## src/rtl/jtframe_cpucen_pkg.sv

```systemverilog
// rtl/jtframe_cpucen_pkg.sv - shared state encoding and phase-distance helper for the wait-gated CPU enable
package jtframe_cpucen_pkg;

  typedef enum logic [1:0] {
    ST_RUN      = 2'd0,
    ST_WAIT_ROM = 2'd1,
    ST_WAIT_BUS = 2'd2,
    ST_CATCHUP  = 2'd3
  } cen_state_e;

  // cen ticks from ph to the next pulse phase (0 or div/2)
  function automatic int unsigned pulse_dist(input int unsigned ph, input int unsigned div);
    int unsigned h;
    h = div >> 1;
    return (ph < h) ? (h - ph) : (div - ph);
  endfunction

endpackage

```

## src/rtl/jtframe_cenwait_fsm.sv

```systemverilog
// rtl/jtframe_cenwait_fsm.sv - wait/catch-up state machine and saturating miss counter
module jtframe_cenwait_fsm
  import jtframe_cpucen_pkg::*;
#(
  parameter int DIV      = 4,
  parameter int RECOVERY = 1,
  parameter int MISSW    = 4,
  parameter int PHW      = $clog2(DIV)
) (
  input  logic             rstn,
  input  logic             clk,
  input  logic             cen,
  input  logic             rom_wait,
  input  logic             bus_wait,
  input  logic [PHW-1:0]   ph,
  output logic [1:0]       step,
  output logic             gate,
  output logic             stall,
  output logic [MISSW-1:0] misses
);

  cen_state_e       st, mode, st_nx;
  logic [MISSW-1:0] misses_nx;
  logic             far;

  assign far = pulse_dist(32'(ph), DIV) >= 2;

  // mode is the behaviour for this tick: a cleared wait resumes on the same tick
  always_comb begin
    if (bus_wait)
      mode = ST_WAIT_BUS;
    else if (rom_wait)
      mode = ST_WAIT_ROM;
    else if (st != ST_RUN && RECOVERY != 0 && misses != '0)
      mode = ST_CATCHUP;
    else
      mode = ST_RUN;

    gate      = (mode == ST_RUN) || (mode == ST_CATCHUP);
    step      = 2'd0;
    misses_nx = misses;
    st_nx     = mode;
    case (mode)
      ST_RUN: step = 2'd1;
      ST_WAIT_ROM: begin
        if (RECOVERY != 0 && misses != '1)
          misses_nx = misses + 1'b1;
      end
      ST_CATCHUP: begin
        if (far) begin
          step      = 2'd2;
          misses_nx = misses - 1'b1;
        end else begin
          step = 2'd1;
        end
        if (misses_nx == '0)
          st_nx = ST_RUN;
      end
      default: ;
    endcase
  end

  always_ff @(posedge clk or negedge rstn) begin
    if (!rstn) begin
      st     <= ST_RUN;
      misses <= '0;
      stall  <= 1'b0;
    end else if (cen) begin
      st     <= st_nx;
      misses <= misses_nx;
      stall  <= (st_nx == ST_WAIT_ROM) || (st_nx == ST_WAIT_BUS);
    end
  end

endmodule

```

## src/rtl/jtframe_cpucen_wait.sv

```systemverilog
// rtl/jtframe_cpucen_wait.sv - E/Q clock-enable divider with ROM/bus wait gating and cycle recovery
module jtframe_cpucen_wait
  import jtframe_cpucen_pkg::*;
#(
  parameter int DIV      = 4,
  parameter int DEVCNT   = 2,
  parameter int BUSCNT   = 1,
  parameter int RECOVERY = 1,
  parameter int MISSW    = 4
) (
  input  logic              rstn,
  input  logic              clk,
  input  logic              cen,
  input  logic [DEVCNT-1:0] rom_cs,
  input  logic [DEVCNT-1:0] rom_ok,
  input  logic [BUSCNT-1:0] dev_busy,
  output logic              cen_E,
  output logic              cen_Q,
  output logic              cpu_cen,
  output logic              stall,
  output logic [MISSW-1:0]  misses
);

  localparam int             PHW   = $clog2(DIV);
  localparam logic [PHW:0]   DIV_W = (PHW+1)'(DIV);
  localparam logic [PHW-1:0] HALF  = PHW'(DIV / 2);

  logic [PHW-1:0] ph;
  logic [PHW:0]   ph_sum;
  logic [1:0]     step;
  logic           gate, rom_wait, bus_wait;

  assign rom_wait = |(rom_cs & ~rom_ok);
  assign bus_wait = |dev_busy;
  assign ph_sum   = {1'b0, ph} + {{(PHW-1){1'b0}}, step};

  jtframe_cenwait_fsm #(
    .DIV      (DIV),
    .RECOVERY (RECOVERY),
    .MISSW    (MISSW),
    .PHW      (PHW)
  ) u_fsm (
    .rstn     (rstn),
    .clk      (clk),
    .cen      (cen),
    .rom_wait (rom_wait),
    .bus_wait (bus_wait),
    .ph       (ph),
    .step     (step),
    .gate     (gate),
    .stall    (stall),
    .misses   (misses)
  );

  always_ff @(posedge clk or negedge rstn) begin
    if (!rstn)
      ph <= '0;
    else if (cen)
      ph <= (ph_sum >= DIV_W) ? PHW'(ph_sum - DIV_W) : ph_sum[PHW-1:0];
  end

  // Pulses decode the pre-update phase so catch-up jumps never hide a pulse
  assign cen_E   = rstn & cen & gate & (ph == '0);
  assign cen_Q   = rstn & cen & gate & (ph == HALF);
  assign cpu_cen = cen_Q;

endmodule
```

## config.mk

```make
export PLATFORM = sky130hd
export DESIGN_NAME = jtframe_cpucen_wait
export DESIGN_NICKNAME = d
export VERILOG_FILES = /design/src/rtl/jtframe_cpucen_pkg.sv /design/src/rtl/jtframe_cenwait_fsm.sv /design/src/rtl/jtframe_cpucen_wait.sv
export SDC_FILE = /design/constraint.sdc
export NUM_CORES = 1
export LEC_CHECK = 0
export CAP_MARGIN = 5
export CORE_MARGIN = 10
export CORE_UTILIZATION = 50
export CTS_BUF_LIST = sky130_fd_sc_hd__clkbuf_16
export CTS_CLUSTER_DIAMETER = 80
export DETAILED_ROUTE_END_ITERATION = 7
export GPL_ROUTABILITY_DRIVEN = 0
export PLACE_DENSITY = 0.85
export SETUP_SLACK_MARGIN = 0.15
export SYNTH_ARGS = -nofsm -noshare
export SYNTH_HDL_FRONTEND = slang
export SYNTH_SLANG_ARGS = --single-unit
```

## constraint.sdc

```tcl
create_clock -name clk -period 3.2 [get_ports clk]
set_input_delay 0.48 -clock clk [delete_from_list [all_inputs] [get_ports clk]]
set_output_delay 0.48 -clock clk [all_outputs]
set_load 0.01 [all_outputs]
```

==> impl_results.md, run 1 <==
* Status: finished clean
* Vias at 576
* H-tree levels at 1
* Detail Placement HPWL at 1100 µm
* CP bufs+invs at 2
* Core Region at 1170 µm²
* Final ANT Viol Nets at 0
* Max clock buf depth at 2
* Relative slew slack at 66.6%
* Overall Global Routing Usage at 10.6%
* Cell Chain, Critical Path: clkdlybuf4s50_1 > nor2b_4 > or3_1 > nor4_2 > clkdlybuf4s50_1
* CP endpoint kind: output pin
* Static Leak at 0.367 nW
* Die width at 56.2 µm
* DRT Pass-1 Iters at 4
* Post-synth EDFFs at 0
* Pin count of the biggest net entering global routing at 13
* Final setup viols at 0
* Crit-path most repeated cell: clkdlybuf4s50_1
* Final #Nets at 98
* Worst-Skew Late Latency at 0.24 ns
* HP Class: reg2reg
* Vias in the first global route at 592
* Tcrit/Tclk final at 90.4%
* Row count at 12
* Syn_nets at 81
* Peak VDD IR at 637 µV
* Startpoint types: input pin
* CP Max Fanout at 10
* First-pass GRT wire length at 2760 µm
* P per Cell Area at 853 nW/µm²
* DR iter-0 viols at 3
* Crit path time final at 2.89 ns
* Placed inst area at 801 µm²
* Effective utilization at floorplan at 56.0%
* Final hold vios at 0
* Synth unique cells at 36
* WP data required at 2.72 ns
* Part of the Yosys area used for sequential elements at 34.4%
* Port Buf Inserts at 15
* Clock transition at path regs at 0.04 ns
* Most frequently used flop master after synthesis: dfrtp_1
* Fmax at 0.346 GHz
* Area grow syn2layout at 35.1%
* Chip height at 56.2 µm
* CTS Buf Count at 3
* Die area at 3160 µm²
* Worst slew pin tran at 0.501 ns
* Final Cell Area at 886 µm²
* TritonCTS clock tree: yes
* Grt total ovfl at 0
* Final Max Slew Viols at 0
* Crit-path max cell delay at 0.59 ns
* Post-route DRC at 0
* Max Cap Viol at 0
* # clock sinks at 9
* #FFs+latches synth at 9
* Root Buffer: clkbuf_16
* Ports at 16
* Initial antenna violation count at 0
* Asr flop ratio synth at 100%
* Synthesized instance count at 70
* CP arrival at 2.41 ns
* Share of layout cells above drive strength 1 at 16.3%
* Clk_skew at 0.00337 ns
* Worst path slowest cell: clkdlybuf4s50_1
* Crit path max-delay family: buffers and inverters
* Hold WS at 0.504 ns
* Mapped Area at 656 µm²
* Vias/cell at 5.76
* Drt total wl at 1570 µm
* Crit path kind: in2out
* Diodes inserted at 0
* Setup TNS at 0 ns
* Routed WL per cell at 15.7 µm
* RSZ-0062 raised after global routing: false
* Syn Area/Cell at 9.37 µm²
* Warning count from the yosys run at 0
state kept, by name, indices dropped and copies added (netlist names):
name and flops:
u_fsm.misses 4, ph 2, u_fsm.st 2, u_fsm.stall 1
repair_timing:
action                     4_1_cts  5_1_grt
hold buffers                     0        0
resized for setup                0        1
setup buffers                    0        0
setup endpoints to repair        0        2
synthesized netlist by cell type (2+ instances only):
cell type  number  area (µm²)
mux2_2          2        22.5
or4_1           2        15.0
buf_4           3        22.5
nor4_1          3        18.8
inv_1           5        18.8
ha_1            3        37.5
mux2i_1         2        20.0
dfrtp_1         9         225
nor2_1          7        26.3
xor2_1          2        17.5
xnor2_1         3        26.3
o21ai_0         4        20.0
nand2b_1        2        12.5
final cells by class:
| class | count | area (µm²) |
|---|---|---|
| clock buffer | 3 | 75.1 |
| clock inverter | 1 | 3.75 |
| fill | 97 | 285 |
| inverter | 5 | 18.8 |
| multi-input combinational | 51 | 380 |
| sequential | 9 | 225 |
| tap | 14 | 17.5 |
| timing repair buffer | 17 | 165 |
logic make-up (layout without fill, tap and decap cells):
kind of cell / count (synthesis) / after routing / share of synthesized area (%)
compound gates: 17 / 17 / 18.3
xor+xnor: 5 / 5 / 6.68
fa+ha+maj: 3 / 3 / 5.73
buf+inv: 10 / 26 / 8.59
flops: 9 / 9 / 34.4
mux: 4 / 4 / 6.49
simple gates: 22 / 22 / 19.8
metal layers:
metal  share of wire [%]  vias up  routed length, µm  global-route usage [%]
met1                  42      278                662                    12.2
met3                 7.7        4                121                    5.01
met4                 1.5        0                 23                    5.46
met5                   0        -                  0                       0
li1                    -      280                  -                       -
met2                  48       14                759                    15.7
stage by stage:
step | total power, mW | std cells | util (%) | worst slack [ns]
global route | 0.813 | 100 | 75.6 | 0.178
floorplan | 0.436 | 70 | - | 0.941
detailed placement | 0.531 | 96 | 68.4 | 0.240
global placement | 0.521 | 96 | 68.4 | 0.289
finish | 0.756 | 100 | 75.6 | 0.306
CTS | 0.755 | 100 | 75.1 | 0.233
power by group:
group          internal (mW)  total [mW]  leakage (nW)  switching, mW
Clock                  0.163       0.219        0.0423         0.0558
Sequential             0.158       0.240         0.103         0.0812
Combinational          0.160       0.297         0.221          0.138
cells in the final DEF (no fill, tap or decap), types with 2 or more instances in the layout:
cell type,Yosys,layout
xor2_1,2,2
nor2_1,7,7
nor4_1,3,2
clkdlybuf4s50_1,0,15
mux2_2,2,2
nand2b_1,2,2
o21ai_0,4,4
ha_1,3,3
dfrtp_1,9,9
inv_1,5,6
xnor2_1,3,3
or4_1,2,2
mux2i_1,2,2
buf_4,3,2
clkbuf_16,0,3
worst paths after layout:
path                                  from         endpoint  slack (ns)  cells past startpoint
min reg2reg                    u_fsm.stall      u_fsm.stall        0.50                      1
min                            u_fsm.stall      u_fsm.stall        0.50                      1
max reg2reg                u_fsm.misses[0]            ph[1]        0.81                     10
max                              rom_ok[1]            cen_Q        0.31                      5
min in group asynchronous             rstn      u_fsm.stall        0.57                      2
max in group asynchronous             rstn  u_fsm.misses[0]        2.49                      2
(Power assumes the default switching activity.)
==> inputs of run 2 (changes only) <==
--- a/config.mk
+++ b/config.mk
@@ -7,12 +7,12 @@
 export LEC_CHECK = 0
 export CAP_MARGIN = 5
 export CORE_MARGIN = 10
-export CORE_UTILIZATION = 50
+export CORE_UTILIZATION = 30
 export CTS_BUF_LIST = sky130_fd_sc_hd__clkbuf_16
 export CTS_CLUSTER_DIAMETER = 80
 export DETAILED_ROUTE_END_ITERATION = 7
 export GPL_ROUTABILITY_DRIVEN = 0
-export PLACE_DENSITY = 0.85
+export PLACE_DENSITY = 0.57
 export SETUP_SLACK_MARGIN = 0.15
 export SYNTH_ARGS = -nofsm -noshare
 export SYNTH_HDL_FRONTEND = slang
==> run 2 against run 1 <==
Effect of this change:
- first-iteration DRC count is 130% higher
- utilization decreased by 31 points
- clock power is 3% higher
- critical endpoint is now cpu_cen
- via count decreased by 1.7%
- highest routed layer unchanged
- die area is 41% higher
- global-route usage decreased by 3.1 points
- critical path depth did not move
- final area rose by 2.1%
- flip-flop and latch count unchanged
==> impl_results.md, run 2 (same netlist as run 1, synthesis figures left out) <==
* Crit path kind: in2out
* Register area at 225 µm²
* CTS Buf Count at 3
* Chip height at 66.8 µm
* Max reg flops at 4
* Drt total wl at 1510 µm
* HP Class: reg2reg
* Setup crit start: rom_ok[1]
* Vias in the first global route at 555
* Relative slew slack at 67.6%
* Tcrit/Tclk final at 88.4%
* Final Util at 44.7%
* Effective utilization at floorplan at 32.4%
* H-tree levels at 1
* Biggest register: u_fsm.misses
* P per Cell Area at 834 nW/µm²
* Overall Global Routing Usage at 7.53%
* Initial antenna violation count at 0
* Crit path time final at 2.83 ns
* Fmax at 0.353 GHz
* Commonest non-fill, non-tap cells in the layout: clkdlybuf4s50_1, dfrtp_1, nor2_1
* Overall power at 754 µW
* Final worst slack at 0.370 ns
* Worst path slowest cell: clkdlybuf4s50_1
* CTS Hold Bufs at 0
* Startpoint types: input pin
* # clock sinks at 9
* Core Region at 2020 µm²
* RSZ-0062 raised after global routing: false
* DR iter-0 viols at 7
* Final Cell Area at 905 µm²
* CP arrival at 2.35 ns
* CP endpoint kind: output pin
* Final #Nets at 99
* Final Max Slew Viols at 0
* Regs by FF count: u_fsm.misses x4, ph x2, u_fsm.st x2
* Die width at 66.8 µm
* Status: finished clean
* Max Cap Viol at 0
* Worst-Skew Late Latency at 0.24 ns
* Final hold vios at 0
* Peak VDD IR at 430 µV
* WP data required at 2.72 ns
* DRT Pass-1 Iters at 2
* Row count at 16
* Post-CTS sizing at 0
* R2r setup slk at 0.87 ns
* Hold WS at 0.502 ns
* Final ANT Viol Nets at 0
* Port Buf Inserts at 15
* Post-route DRC at 0
* Placed inst area at 825 µm²
* Clock transition at path regs at 0.04 ns
* Max clock buf depth at 2
* FF-to-FF Start: u_fsm.misses[0]
* Static Leak at 0.369 nW
* Pin count of the biggest net entering global routing at 13
* Area grow syn2layout at 38.0%
* Setup TNS at 0 ns
* Final setup viols at 0
* Area of the multi-input gates at 374 µm²
* Commonest non-fill, non-tap cell in the layout: clkdlybuf4s50_1
* Crit path max-delay family: buffers and inverters
* Setup bufs post-CTS at 0
* CP Max Fanout at 3
* Diodes inserted at 0
* Vias at 566
* Routed WL per cell at 13.2 µm
* Post-Layout Cell Count at 114
* Die area at 4460 µm²
* Fillers at 205
* Cell count after placement at 110
* Vias/cell at 4.96
* Root Buffer: clkbuf_16
* Crit-path max cell delay at 0.61 ns
* HP Start: u_fsm.stall
* Ports at 16
* TritonCTS clock tree: yes
* Cell Chain, Critical Path: clkdlybuf4s50_1 > nor2b_4 > or3_1 > nor4_1 > clkdlybuf4s50_1
* Detail Placement HPWL at 1160 µm
* Crit-path most repeated cell: clkdlybuf4s50_1
* Grt total ovfl at 0
* Place WS at 0.364 ns
* CP bufs+invs at 2
* Clk_skew at 0.00236 ns
* Share of layout cells above drive strength 1 at 17.2%
* First-pass GRT wire length at 2500 µm
* Worst slew pin tran at 0.484 ns
-- run 2: changes by cell type in the layout (fill, tap and decap cells not counted), sizes merged --
cell	before	now
buf	2	3
clkinv	0	1
inv	6	5
-- run 2: worst paths after layout --
check                                   to  depth (start not counted)
setup reg to reg                     ph[1]                         10
max in group asynchronous      u_fsm.stall                          2
setup / recovery                   cpu_cen                          5
min in group asynchronous  u_fsm.misses[1]                          2
hold / removal                 u_fsm.stall                          1
hold reg to reg                u_fsm.stall                          1
-- run 2: routing by layer --
| layer | vias up | track usage (%) | part of all wire, % |
|---|---|---|---|
| li1 | 285 | - | - |
| met2 | 14 | 11.1 | 45 |
| met3 | 4 | 4.18 | 9.0 |
| met1 | 263 | 7.84 | 43 |
| met4 | 0 | 5.50 | 2.1 |
| met5 | - | 0 | 0 |
-- run 2: worst reg2reg max path: cells and delay by family (launching register included) --
family | cells | cell delay [ns]
AND/OR/NAND/NOR | 4 | 0.77
XOR/XNOR | 1 | 0.13
AO/OA/AOI/OAI | 2 | 0.34
adder cells (fa/ha/maj) | 2 | 0.43
flip-flops | 1 | 0.49
buffers and inverters | 1 | 0.09
-- run 2: final cells by class --
class | count | area share, %
Inverter | 5 | 2.07
Timing Repair Buffer | 18 | 19.1
Tap cell | 27 | 3.73
Sequential cell | 9 | 24.9
Clock inverter | 1 | 0.553
Multi-Input combinational cell | 51 | 41.4
Clock buffer | 3 | 8.30
-- run 2: power breakdown --
part	internal (mW)	leakage, nW	switching, mW	total (mW)
clock network	0.165	0.0409	0.0597	0.225
registers	0.158	0.103	0.0809	0.239
logic	0.160	0.226	0.130	0.290
